## config.mk

```make
export PLATFORM = sky130hd
export DESIGN_NAME = output_serializer
export DESIGN_NICKNAME = d
export VERILOG_FILES = /design/src/rtl/output_serializer.sv
export SDC_FILE = /design/constraint.sdc
export NUM_CORES = 1
export LEC_CHECK = 0
export ABC_AREA = 1
export CAP_MARGIN = 20
export CORE_MARGIN = 3
export CORE_UTILIZATION = 53
export DETAILED_ROUTE_END_ITERATION = 8
export GPL_ROUTABILITY_DRIVEN = 0
export PLACE_DENSITY = 0.74
export RECOVER_POWER = 100
export SYNTH_ARGS = -nofsm -noshare
export SYNTH_HDL_FRONTEND = slang
export SYNTH_SLANG_ARGS = --single-unit
```

## constraint.sdc

```tcl
create_clock -name Sclk -period 1.7 [get_ports Sclk]
set_input_delay 0.51 -clock Sclk [delete_from_list [all_inputs] [get_ports Sclk]]
set_output_delay 0.51 -clock Sclk [all_outputs]
set_load 0.005 [all_outputs]
```

## src/rtl/output_serializer.sv

```systemverilog
`default_nettype none
// +--------------------------------------------------------------------------+
// | output_serializer: buffers 40-bit L/R result pairs and shifts them out    |
// | MSB-first per Sclk. Optional macro: OUTPUT_SERIALIZER_WORDCNT_EN          |
// | Revision: 1.0                                                             |
// +--------------------------------------------------------------------------+
module output_serializer #(
   parameter int WIDTH = 40,
   parameter int DEPTH = 2
) (
   input  logic             Sclk,
   input  logic             Reset_n_sig,
   input  logic             flush,
   input  logic             in_valid,
   output logic             in_ready,
   input  logic [WIDTH-1:0] dataL,
   input  logic [WIDTH-1:0] dataR,
   output logic             OutReady_sig,
   output logic             OutputL_sig,
   output logic             OutputR_sig,
   output logic [15:0]      words_sent
);

   localparam int PW = (DEPTH > 1) ? $clog2(DEPTH) : 1;
   localparam int CW = $clog2(DEPTH + 1);
   localparam int BW = $clog2(WIDTH);
   localparam logic [CW-1:0] FULL_COUNT = CW'(DEPTH);
   localparam logic [BW-1:0] LAST_BIT   = BW'(WIDTH - 1);

   typedef enum logic [0:0] {
      IDLE  = 1'b0,
      SHIFT = 1'b1
   } state_t;

   state_t           state_q, state_d;
   logic [WIDTH-1:0] mem_l_q [DEPTH];
   logic [WIDTH-1:0] mem_l_d [DEPTH];
   logic [WIDTH-1:0] mem_r_q [DEPTH];
   logic [WIDTH-1:0] mem_r_d [DEPTH];
   logic [PW-1:0]    wr_ptr_q, wr_ptr_d;
   logic [PW-1:0]    rd_ptr_q, rd_ptr_d;
   logic [CW-1:0]    count_q, count_d;
   logic [WIDTH-1:0] sh_l_q, sh_l_d;
   logic [WIDTH-1:0] sh_r_q, sh_r_d;
   logic [BW-1:0]    bit_cnt_q, bit_cnt_d;
   logic             out_rdy_q, out_rdy_d;
   logic             in_ready_q, in_ready_d;
   logic             push;
   logic             load;

   always_comb begin
      state_d   = state_q;
      mem_l_d   = mem_l_q;
      mem_r_d   = mem_r_q;
      wr_ptr_d  = wr_ptr_q;
      rd_ptr_d  = rd_ptr_q;
      count_d   = count_q;
      sh_l_d    = sh_l_q;
      sh_r_d    = sh_r_q;
      bit_cnt_d = bit_cnt_q;
      out_rdy_d = out_rdy_q;
      push      = 1'b0;
      load      = 1'b0;

      if (flush) begin
         state_d   = IDLE;
         wr_ptr_d  = '0;
         rd_ptr_d  = '0;
         count_d   = '0;
         sh_l_d    = '0;
         sh_r_d    = '0;
         bit_cnt_d = '0;
         out_rdy_d = 1'b0;
      end else begin
         push = in_valid && in_ready_q;

         // The pop decision uses the registered count, so a word pushed this
         // edge cannot be loaded until the next one.
         case (state_q)
            IDLE: begin
               load = (count_q != '0);
            end
            SHIFT: begin
               if (bit_cnt_q != '0) begin
                  sh_l_d    = {sh_l_q[WIDTH-2:0], 1'b0};
                  sh_r_d    = {sh_r_q[WIDTH-2:0], 1'b0};
                  bit_cnt_d = bit_cnt_q - BW'(1);
               end else begin
                  load = (count_q != '0);
                  if (!load) begin
                     state_d   = IDLE;
                     sh_l_d    = '0;
                     sh_r_d    = '0;
                     out_rdy_d = 1'b0;
                  end
               end
            end
            default: begin
               state_d = IDLE;
            end
         endcase

         if (load) begin
            sh_l_d    = mem_l_q[rd_ptr_q];
            sh_r_d    = mem_r_q[rd_ptr_q];
            rd_ptr_d  = rd_ptr_q + PW'(1);
            bit_cnt_d = LAST_BIT;
            out_rdy_d = 1'b1;
            state_d   = SHIFT;
         end

         if (push) begin
            mem_l_d[wr_ptr_q] = dataL;
            mem_r_d[wr_ptr_q] = dataR;
            wr_ptr_d          = wr_ptr_q + PW'(1);
         end

         case ({push, load})
            2'b10:   count_d = count_q + CW'(1);
            2'b01:   count_d = count_q - CW'(1);
            default: count_d = count_q;
         endcase
      end

      in_ready_d = (count_d != FULL_COUNT);
   end

   always_ff @(posedge Sclk or negedge Reset_n_sig) begin
      if (!Reset_n_sig) begin
         state_q    <= IDLE;
         wr_ptr_q   <= '0;
         rd_ptr_q   <= '0;
         count_q    <= '0;
         sh_l_q     <= '0;
         sh_r_q     <= '0;
         bit_cnt_q  <= '0;
         out_rdy_q  <= 1'b0;
         in_ready_q <= 1'b1;
         for (int i = 0; i < DEPTH; i++) begin
            mem_l_q[i] <= '0;
            mem_r_q[i] <= '0;
         end
      end else begin
         state_q    <= state_d;
         wr_ptr_q   <= wr_ptr_d;
         rd_ptr_q   <= rd_ptr_d;
         count_q    <= count_d;
         sh_l_q     <= sh_l_d;
         sh_r_q     <= sh_r_d;
         bit_cnt_q  <= bit_cnt_d;
         out_rdy_q  <= out_rdy_d;
         in_ready_q <= in_ready_d;
         mem_l_q    <= mem_l_d;
         mem_r_q    <= mem_r_d;
      end
   end

   assign in_ready     = in_ready_q;
   assign OutReady_sig = out_rdy_q;
   assign OutputL_sig  = sh_l_q[WIDTH-1];
   assign OutputR_sig  = sh_r_q[WIDTH-1];

`ifdef OUTPUT_SERIALIZER_WORDCNT_EN
   logic [15:0] words_q, words_d;
   logic        word_done;

   // A word is complete on the edge after bit 0 was presented; flush aborts it.
   always_comb begin
      word_done = !flush && (state_q == SHIFT) && (bit_cnt_q == '0);
      words_d   = words_q;
      if (word_done) begin
         words_d = words_q + 16'd1;
      end
   end

   always_ff @(posedge Sclk or negedge Reset_n_sig) begin
      if (!Reset_n_sig) begin
         words_q <= 16'd0;
      end else begin
         words_q <= words_d;
      end
   end

   assign words_sent = words_q;
`else
   assign words_sent = 16'd0;
`endif

endmodule
`default_nettype wire
```

==> impl_metrics.py, run 1 <==
metrics = {
    "worst_setup_path": {
        "reg2regPathDepth": 6,
        "crit_cells": 1,
        "crit_required_ns": 1.19,
        "worstSetupEndpointType": "output port",
        "critPathMaxFanout": 2,
        "arrival_ns": 1.16,
        "path_cells": "buf_6",
        "cpPeakStageDelay_ns": 0.54,
        "worstSetupStartpointType": "register",
        "cp_slowest_cell": "dfstp_2",
        "critPathBufInv": 1,
        "crit_type": "reg -> out",
        "path_delay_family": "flip-flops",
    },
    "min_path": {
        "min_path_type": "in -> async",
    },
    "sta": {
        "rsz0062_at_grt": "yes",
        "period_needed_ns": 1.67,
        "slew_headroom": 0.502,
        "holdWs_ns": 0.431,
        "skew_ns": 0.0168,
        "setup_violations": 0,
        "post-route-period-util": 0.984,
        "finalHoldViolCount": 0,
        "report.final.slew_viol_count": 0,
        "fmax_mhz": 598,
        "worstMarginPinSlew_ns": 0.746,
    },
    "logic_synthesis": {
        "ys.flop_type": "dfrtp_1",
        "syn-cell-area_um2": 12500,
        "synth_top_area_cell": "dfrtp_1",
        "ys_top_cells_by_count": "574 x nand2_1, 252 x dfrtp_1, 169 x o21ai_0, 164 x nand3_1, 93 x inv_1",
        "yosysUniqueCellTypes": 30,
        "synthTopCellsByArea": "dfrtp_1 50%, nand2_1 17%, o21ai_0 6.7%",
        "synth_warnings": 0,
        "postSynthCellCount": 1595,
        "synth_area_per_cell_um2": 7.86,
        "yosysTopAreaCellShare": 0.503,
        "yosysSeqAreaShare": 0.505,
        "async_flop_share": 1.00,
        "synth_most_common_cell": "nand2_1",
        "ys_seq_elements": 253,
        "synth_edf_count": 0,
    },
    "layout": {
        "fin_nets": 1728,
        "areaGrowthSynthToFinish_pct": 17.7,
        "final_layout_size_suffix_gt1_frac": 0.0772,
        "insertedDiodeCount": 0,
    },
    "outcome": {
        "status": "finished, final reports clean",
    },
    "global_route": {
        "grt_max_degree": 81,
        "grt_overflow": 0,
        "track_usage": 0.233,
        "grt_pass1_wl_mm": 50.8,
        "antenna_found_initial": 0,
        "grt_pass1_vias": 10322,
    },
    "drt": {
        "drc": 0,
        "wire_per_inst_um": 15.3,
        "avgViaCountPerCell": 5.54,
        "final_antenna_net_count": 0,
        "vias": 10927,
        "first_pass_iters": 5,
        "drt_iter0_markers": 893,
        "wirelength_mm": 30.2,
    },
    "floorplan": {
        "fp.dieW_um": 160,
        "row_count": 55,
        "start_util": 0.547,
        "die_area_um2": 25500,
        "die_y_um": 160,
        "pin_count": 104,
        "core_um2": 22900,
    },
    "power": {
        "leakagePower_uw": 0.00771,
        "p_per_area_nw_per_um2": 1780,
        "vdd_ir_drop_max_uv": 1080,
        "total_power_uw": 26300,
    },
    "clocking": {
        "htree_levels": 1,
        "clk-insertion-delay-late_ns": 0.53,
        "cts_buffers": 27,
        "root_buffer": "clkbuf_16",
        "clockBufferDepth": 3,
        "cts_tree": "yes",
        "cts.sinks": 253,
        "clkSlewWorstSetupHoldPaths_ns": 0.06,
    },
    "place": {
        "dp.final_hpwl_mm": 17.9,
        "io_buffers": 87,
    },
    "flow_run": {
        "cap_viol_max_count": 0,
    },
}
cells in the final DEF (no fill, tap or decap), types with 16 or more instances in the layout:
cell type	Yosys	layout
inv_1	93	89
nand3_1	164	162
conb_1	1	16
nand2_1	574	572
dfrtp_1	252	250
o21ai_0	169	170
buf_4	18	33
clkdlybuf4s50_1	0	82
nand4_1	79	79
clkbuf_16	0	28
o211ai_1	78	78
worst paths after layout:
| kind | from | endpoint | slack [ns] |
|---|---|---|---|
| setup / recovery | in_ready$_DFF_PN1_ | in_ready | 0.03 |
| setup reg to reg | in_ready$_DFF_PN1_ | mem_l_q[22]$_DFFE_PN0P_ | 0.09 |
| max in group asynchronous | Reset_n_sig | mem_l_q[24]$_DFFE_PN0P_ | 0.24 |
| min in group Sclk | mem_r_q[18]$_DFFE_PN0P_ | mem_r_q[18]$_DFFE_PN0P_ | 0.48 |
| hold reg to reg | mem_r_q[18]$_DFFE_PN0P_ | mem_r_q[18]$_DFFE_PN0P_ | 0.48 |
| hold / removal | Reset_n_sig | sh_r_q[31]$_DFFE_PN0P_ | 0.43 |
cells by family (layout without fill, tap and decap cells):
kind of cell | count (synthesis) | count (layout) | share of synthesized area
other | 1 | 16 | 0.000299
DFF | 253 | 253 | 0.505
and+or+nand+nor | 836 | 836 | 0.284
xor gates and xnor gates | 3 | 3 | 0.00210
AOI/OAI and AO/OA | 252 | 252 | 0.117
buffers and inverters | 248 | 297 | 0.0895
adders and majority gates | 2 | 2 | 0.00200
repair_timing:
item | 4_1_cts | 5_1_grt
pin swaps | 0 | 1
hold endpoints to repair | 30 | 0
resized for setup | 10 | 11
hold buffers | 1 | 0
cloned | 0 | 1
buffers inserted | 2 | 1
endpoints found under the setup margin | 4 | 86
per-layer routing:
layer  wire length, um  track usage  vias to the layer above
li1                  -            -                     5328
met1             14000        0.339                     5255
met2             14100        0.376                      307
met3              1600       0.0316                       37
met4               451       0.0509                        0
met5                 0            0                        -
where the power goes:
| group | switching [uW] | internal (uW) | total (uW) |
|---|---|---|---|
| logic | 6740 | 3880 | 10600 |
| clock network | 2280 | 3310 | 5590 |
| registers | 1440 | 8630 | 10100 |
state kept, by name, summed over array words and instances, names as in the netlist, 2 cells and up:
name	cells
mem_l_q	80
count_q	2
sh_l_q	40
mem_r_q	80
sh_r_q	40
bit_cnt_q	6
area by class of cell:
cell class / instances / area (um2)
fill: 1976 / 8160
sequential: 253 / 6330
multi-input combinational: 1109 / 5210
timing repair buffer: 155 / 1620
clock buffer: 41 / 788
tap: 313 / 392
inverter: 96 / 363
clock inverter: 5 / 50.0
per-stage QoR:
step | setup TNS [ns] | util | instance area [um2] | setup slack, ns | cells
after global placement | -42.53 | 0.611 | 14000 | -0.238 | 1921
after floorplan | 0 | - | 12600 | 0.00690 | 1610
after detailed placement | -44.87 | 0.611 | 14000 | -0.288 | 1921
after global routing | -0.00731 | 0.644 | 14800 | -0.00731 | 1972
final | 0 | 0.644 | 14800 | 0.0275 | 1972
after CTS | 0 | 0.648 | 14900 | 0.000604 | 1970
worst reg2reg max path: cells and delay by family (launching register included):
kind                   cells  cell delay, ns
AND/OR/NAND/NOR            3            0.42
buffers and inverters      2            0.42
AO/OA/AOI/OAI              1            0.10
flip-flops                 1            0.54
Note: power is estimated with default switching activity, not from simulation.
==> inputs of run 2 (changes only) <==
--- a/config.mk
+++ b/config.mk
@@ -5,13 +5,12 @@
 export SDC_FILE = /design/constraint.sdc
 export NUM_CORES = 1
 export LEC_CHECK = 0
-export ABC_AREA = 1
 export CAP_MARGIN = 20
 export CORE_MARGIN = 3
-export CORE_UTILIZATION = 53
+export CORE_UTILIZATION = 52
 export DETAILED_ROUTE_END_ITERATION = 8
 export GPL_ROUTABILITY_DRIVEN = 0
-export PLACE_DENSITY = 0.74
+export PLACE_DENSITY = 0.73
 export RECOVER_POWER = 100
 export SYNTH_ARGS = -nofsm -noshare
 export SYNTH_HDL_FRONTEND = slang
==> run 2 against run 1 <==
- the flow now finishes with violations (negative setup slack)
- core utilization increased by 12 points
- non-clock buffer count increased by 63
- global-route usage increased by 1.5 points
- worst hold slack improved by 0.056 ns
- sequential cell count unchanged
- synthesized cell count decreased by 46%
- largest power group unchanged
- highest routed layer is now met5
==> impl_metrics.py, run 2 <==
metrics = {
    "outcome": {
        "status": "finished with violations",
        "violations": "negative setup slack",
    },
    "min_path": {
        "min_path_type": "reg -> reg",
    },
    "worst_setup_path": {
        "path_common_cell": "or3_4",
        "cp_slowest_cell": "or3_4",
        "crit_required_ns": 2.15,
        "cpPeakStageDelay_ns": 0.42,
        "worstSetupEndpointType": "register",
        "arrival_ns": 2.46,
        "crit_type": "reg -> reg",
        "critPathMaxFanout": 2,
        "worstSetupStartpointType": "register",
        "critPathBufInv": 0,
        "path_delay_family": "simple AND/OR/NAND/NOR gates",
        "path_cells": "or3_4, o31ai_4, ha_4, or3_4, a211o_1",
    },
    "sta": {
        "skew_ns": 0.0105,
        "report.final.slew_viol_count": 0,
        "finalHoldViolCount": 0,
        "rsz0062_at_grt": "yes",
        "slew_headroom": 0.320,
        "setup_violations": 218,
        "fmax_mhz": 498,
        "worstMarginPinSlew_ns": 1.02,
        "period_needed_ns": 2.01,
        "post-route-period-util": 1.18,
        "fin_setup_tns_ns": -20.58,
        "setup_ws_ns": -0.308,
        "holdWs_ns": 0.487,
    },
    "floorplan": {
        "fp.dieW_um": 152,
        "core_um2": 20600,
        "die_y_um": 152,
        "row_count": 52,
        "pin_count": 104,
        "die_area_um2": 23000,
        "start_util": 0.538,
    },
    "drt": {
        "first_pass_iters": 4,
        "avgViaCountPerCell": 5.91,
        "drc": 0,
        "drt_iter0_markers": 532,
        "wire_per_inst_um": 23.6,
        "final_antenna_net_count": 0,
        "vias": 7968,
        "wirelength_mm": 31.9,
    },
    "clocking": {
        "clk-insertion-delay-late_ns": 0.53,
        "htree_levels": 1,
        "clkSlewWorstSetupHoldPaths_ns": 0.06,
        "cts_tree": "yes",
        "clockBufferDepth": 3,
        "cts_buffers": 27,
        "root_buffer": "clkbuf_16",
        "cts.sinks": 253,
    },
    "logic_synthesis": {
        "synth_area_per_cell_um2": 12.7,
        "ys_top_cells_by_count": "252 x dfrtp_1, 161 x mux2_2, 83 x inv_1, 79 x nand2_1",
        "synth_edf_count": 0,
        "synthTopCellsByArea": "dfrtp_1 57%, mux2_2 16%, mux2i_1 7.1%",
        "ys.flop_type": "dfrtp_1",
        "ys_seq_elements": 253,
        "syn-cell-area_um2": 11100,
        "synth_most_common_cell": "dfrtp_1",
        "yosysSeqAreaShare": 0.573,
        "yosysUniqueCellTypes": 43,
        "synth_top_area_cell": "dfrtp_1",
        "synth_warnings": 0,
        "yosysTopAreaCellShare": 0.570,
        "async_flop_share": 1.00,
        "postSynthCellCount": 868,
    },
    "layout": {
        "top_regs": "mem_l_q: 80 flops, mem_r_q: 80 flops",
        "layout_commonest_cell": "dfrtp_1",
        "final_cell_mix": "251 x dfrtp_1, 83 x mux2_2, 82 x inv_1",
        "final_layout_size_suffix_gt1_frac": 0.405,
        "areaGrowthSynthToFinish_pct": 42.8,
        "final_area_um2": 15800,
        "fin_nets": 1145,
    },
    "global_route": {
        "antenna_found_initial": 2,
        "grt_pass1_vias": 8452,
        "grt_overflow": 0,
        "track_usage": 0.248,
        "grt_pass1_wl_mm": 46.8,
        "grt_max_degree": 63,
    },
    "power": {
        "vdd_ir_drop_max_uv": 1110,
        "total_power_uw": 29400,
        "leakagePower_uw": 0.00678,
        "p_per_area_nw_per_um2": 1860,
    },
    "flow_run": {
        "cap_viol_max_count": 0,
    },
    "place": {
        "dp.final_hpwl_mm": 14.8,
        "io_buffers": 87,
        "place_area_um2": 12900,
    },
}
## run 2: cell type report
cell class                 instances  area [um2]
antenna                            1        2.50
timing repair buffer             218        2820
multi-input combinational        476        5030
clock buffer                      38         797
sequential                       253        6340
inverter                          83         312
fill                            1148        4770
clock inverter                    10         156
tap                              270         338
## run 2: routing by layer
| layer | global-route usage | vias to the layer above | part of all wire |
|---|---|---|---|
| met4 | 0.0732 | 2 | 0.031 |
| met2 | 0.406 | 255 | 0.51 |
| li1 | - | 3465 | - |
| met3 | 0.0492 | 88 | 0.051 |
| met1 | 0.339 | 4158 | 0.41 |
| met5 | 0 | - | 0.00035 |
## run 2: final timing paths
check                                              start                endpoint  slack [ns]  cells past startpoint
worst max register to register  bit_cnt_q[2]$_DFFE_PN0P_      in_ready$_DFF_PN1_       -0.31                      5
max in group asynchronous                    Reset_n_sig      in_ready$_DFF_PN1_        0.11                      3
worst max-delay path            bit_cnt_q[2]$_DFFE_PN0P_      in_ready$_DFF_PN1_       -0.31                      5
min in group asynchronous                    Reset_n_sig  mem_l_q[3]$_DFFE_PN0P_        0.70                      2
worst min register to register    sh_r_q[29]$_DFFE_PN0P_  sh_r_q[29]$_DFFE_PN0P_        0.49                      2
worst min-delay path              sh_r_q[29]$_DFFE_PN0P_  sh_r_q[29]$_DFFE_PN0P_        0.49                      2
## run 2: what timing repair did
item                                   CTS  global route
gates resized for setup                138           125
setup buffers                           29            16
hold buffers                             1             0
setup endpoints to repair              165           178
endpoints found under the hold margin   25             0
pin swaps                                8            33
cloned                                  18             6
## run 2: cells by family (layout without fill, tap and decap cells)
family / Yosys count / after routing / share of synthesized area
DFF: 253 / 253 / 0.573
AOI/OAI and AO/OA: 107 / 107 / 0.0810
muxes: 239 / 239 / 0.235
adders and majority gates: 2 / 2 / 0.00226
other: 1 / 17 / 0.000339
buffers and inverters: 154 / 349 / 0.0625
and+or+nand+nor: 108 / 108 / 0.0435
xor gates and xnor gates: 4 / 4 / 0.00317
## run 2: through the flow
stage	instances	worst slack, ns	util
after floorplan	883	-0.328	-
after global placement	1244	-0.517	0.625
after detailed placement	1244	-0.563	0.625
after CTS	1338	-0.341	0.738
after global routing	1349	-0.337	0.768
final	1349	-0.308	0.768
## run 2: where the power goes
group	internal (uW)	switching [uW]	total [uW]
sequential	8910	1860	10800
combinational	6710	5640	12300
clock	3860	2460	6320
total	19500	9960	29400
## run 2: worst register-to-register path, delay by kind of cell (launching register included)
kind	cells	cell delay [ns]
AND/OR/NAND/NOR	2	0.79
flip-flops	1	0.38
AO/OA/AOI/OAI	2	0.51
adder cells (fa/ha/maj)	1	0.25
==> inputs of run 3 (changes only) <==
--- a/config.mk
+++ b/config.mk
@@ -8,6 +8,7 @@
 export CAP_MARGIN = 20
 export CORE_MARGIN = 3
 export CORE_UTILIZATION = 52
+export CTS_BUF_LIST = sky130_fd_sc_hd__clkbuf_16
 export DETAILED_ROUTE_END_ITERATION = 8
 export GPL_ROUTABILITY_DRIVEN = 0
 export PLACE_DENSITY = 0.73
==> run 3 against run 2 <==
- the run still ends with negative setup slack left
- combinational power is 3% lower
- register-to-register slack worse by 0.02 ns
- sequential share of layout area grew 0.84 points
- via count fell by 1.8%
- setup slack worse by 0.022 ns
- clock-buffer cell count fell by 11
- final cell count down 0.44%
- sequential cell count is the same
- non-clock buffer count decreased by 5
- clock power decreased by 7.1%
- die area unchanged
==> impl_metrics.py, run 3 (same netlist as run 2, synthesis figures left out) <==
metrics = {
    "floorplan": {
        "start_util": 0.538,
        "die_area_um2": 23000,
        "die_y_um": 152,
        "fp.dieW_um": 152,
        "core_um2": 20600,
        "pin_count": 104,
        "row_count": 52,
    },
    "drt": {
        "avgViaCountPerCell": 5.83,
        "wire_per_inst_um": 22.5,
        "vias": 7824,
        "wirelength_mm": 30.2,
        "final_antenna_net_count": 0,
        "drc": 0,
        "drt_iter0_markers": 471,
        "first_pass_iters": 5,
    },
    "layout": {
        "fin_nets": 1140,
        "utilization": 0.752,
        "final_cell_mix": "251 x dfrtp_1, 84 x inv_1, 81 x mux2_4, 81 x clkdlybuf4s50_1, 80 x mux2_2",
        "top_regs": "mem_l_q: 80 flops, mem_r_q: 80 flops",
        "areaGrowthSynthToFinish_pct": 39.9,
        "fin_cells": 1343,
        "insertedDiodeCount": 0,
        "layout_commonest_cell": "dfrtp_1",
        "final_layout_size_suffix_gt1_frac": 0.382,
    },
    "global_route": {
        "track_usage": 0.241,
        "grt_max_degree": 63,
        "grt_overflow": 0,
        "antenna_found_initial": 0,
        "grt_pass1_wl_mm": 45.8,
        "grt_pass1_vias": 8361,
    },
    "worst_setup_path": {
        "critPathBufInv": 0,
        "path_cells": "or3_4, o31ai_4, ha_4, or3_4, a211o_1",
        "crit_cells": 5,
        "path_delay_family": "simple AND/OR/NAND/NOR gates",
        "cp_slowest_cell": "or3_4",
        "r2r-start": "bit_cnt_q[2]$_DFFE_PN0P_",
        "worstSetupEndpointType": "register",
        "crit_start": "bit_cnt_q[2]$_DFFE_PN0P_",
        "reg2regPathDepth": 5,
        "crit_type": "reg -> reg",
        "critPathMaxFanout": 2,
        "worstSetupStartpointType": "register",
        "arrival_ns": 2.48,
        "cpPeakStageDelay_ns": 0.42,
        "crit_required_ns": 2.15,
        "path_common_cell": "or3_4",
    },
    "outcome": {
        "status": "finished with violations",
        "violations": "negative setup slack",
    },
    "power": {
        "leakagePower_uw": 0.00667,
        "vdd_ir_drop_max_uv": 1100,
        "p_per_area_nw_per_um2": 1840,
    },
    "sta": {
        "period_needed_ns": 2.03,
        "post-route-period-util": 1.19,
        "setup_violations": 243,
        "finalHoldViolCount": 0,
        "worstMarginPinSlew_ns": 1.08,
        "rsz0062_at_grt": "yes",
        "slew_headroom": 0.281,
        "report.final.slew_viol_count": 0,
        "setup_ws_ns": -0.330,
        "fmax_mhz": 493,
        "fin_setup_tns_ns": -31.24,
        "skew_ns": 0.0151,
    },
    "flow_run": {
        "cap_viol_max_count": 0,
    },
    "min_path": {
        "min_from": "sh_r_q[12]$_DFFE_PN0P_",
        "min_delay_path_depth": 2,
        "min_path_type": "reg -> reg",
    },
    "clocking": {
        "cts.sinks": 253,
        "clkSlewWorstSetupHoldPaths_ns": 0.06,
        "clockBufferDepth": 3,
        "htree_levels": 1,
        "cts_tree": "yes",
        "root_buffer": "clkbuf_16",
        "cts_buffers": 27,
        "clk-insertion-delay-late_ns": 0.53,
    },
    "place": {
        "dp.final_hpwl_mm": 14.8,
        "io_buffers": 87,
        "place_inst": 1244,
    },
}
## run 3: changes by cell type in the layout (fill, tap and decap cells not counted), sizes merged
cell | before | now
inv | 84 | 87
diode | 1 | 0
buf | 125 | 119
clkinv | 4 | 12
clkbuf | 45 | 35
## run 3: metal layers
layer | vias to the layer above | wire length, um | track usage
li1 | 3433 | - | -
met1 | 4082 | 12900 | 0.335
met2 | 251 | 15100 | 0.397
met3 | 58 | 1510 | 0.0421
met4 | 0 | 627 | 0.0651
met5 | - | 0 | 0
## run 3: final timing paths
| check | end | slack, ns |
|---|---|---|
| setup / recovery | in_ready$_DFF_PN1_ | -0.33 |
| hold / removal | sh_r_q[12]$_DFFE_PN0P_ | 0.49 |
| setup reg to reg | in_ready$_DFF_PN1_ | -0.33 |
| hold reg to reg | sh_r_q[12]$_DFFE_PN0P_ | 0.49 |
| max in group asynchronous | in_ready$_DFF_PN1_ | 0.07 |
| min in group asynchronous | sh_l_q[2]$_DFFE_PN0P_ | 0.73 |
## run 3: repair_timing
action / CTS / global route
endpoints found under the hold margin: 25 / 0
gates resized for setup: 129 / 116
hold buffers: 1 / 0
setup buffers: 30 / 20
cloned: 16 / 3
endpoints found under the setup margin: 172 / 171
pin swaps: 7 / 18
## run 3: metrics by stage
| step | total power, uW | worst slack, ns | hold slack, ns | area (um2) |
|---|---|---|---|---|
| 2_1_floorplan | 15900 | -0.328 | 0.214 | 11200 |
| 3_3_place_gp | 18500 | -0.517 | 0.413 | 12900 |
| 3_5_place_dp | 18900 | -0.563 | 0.415 | 12900 |
| 4_1_cts | 26900 | -0.341 | 0.455 | 15000 |
| 5_1_grt | 29900 | -0.363 | 0.511 | 15500 |
| 6_report | 28500 | -0.330 | 0.489 | 15500 |
## run 3: worst min-delay path, delay by kind of cell (launching register included)
| family | cells | cell delay [ns] |
|---|---|---|
| AOI/OAI and AO/OA | 1 | 0.05 |
| and+or+nand+nor | 1 | 0.06 |
| DFF | 1 | 0.34 |
## run 3: where the power goes
| group | switching, uW | internal, uW | total, uW |
|---|---|---|---|
| combinational | 5380 | 6550 | 11900 |
| sequential | 1800 | 8910 | 10700 |
| clock | 2390 | 3480 | 5870 |
## run 3: final cells by class
class / count / area [um2]
Clock buffer: 27 / 676
Multi-Input combinational cell: 476 / 4940
Sequential cell: 253 / 6340
Fill cell: 1198 / 5090
Timing Repair Buffer: 213 / 2670
Clock inverter: 21 / 198
Inverter: 83 / 312
Tap cell: 270 / 338
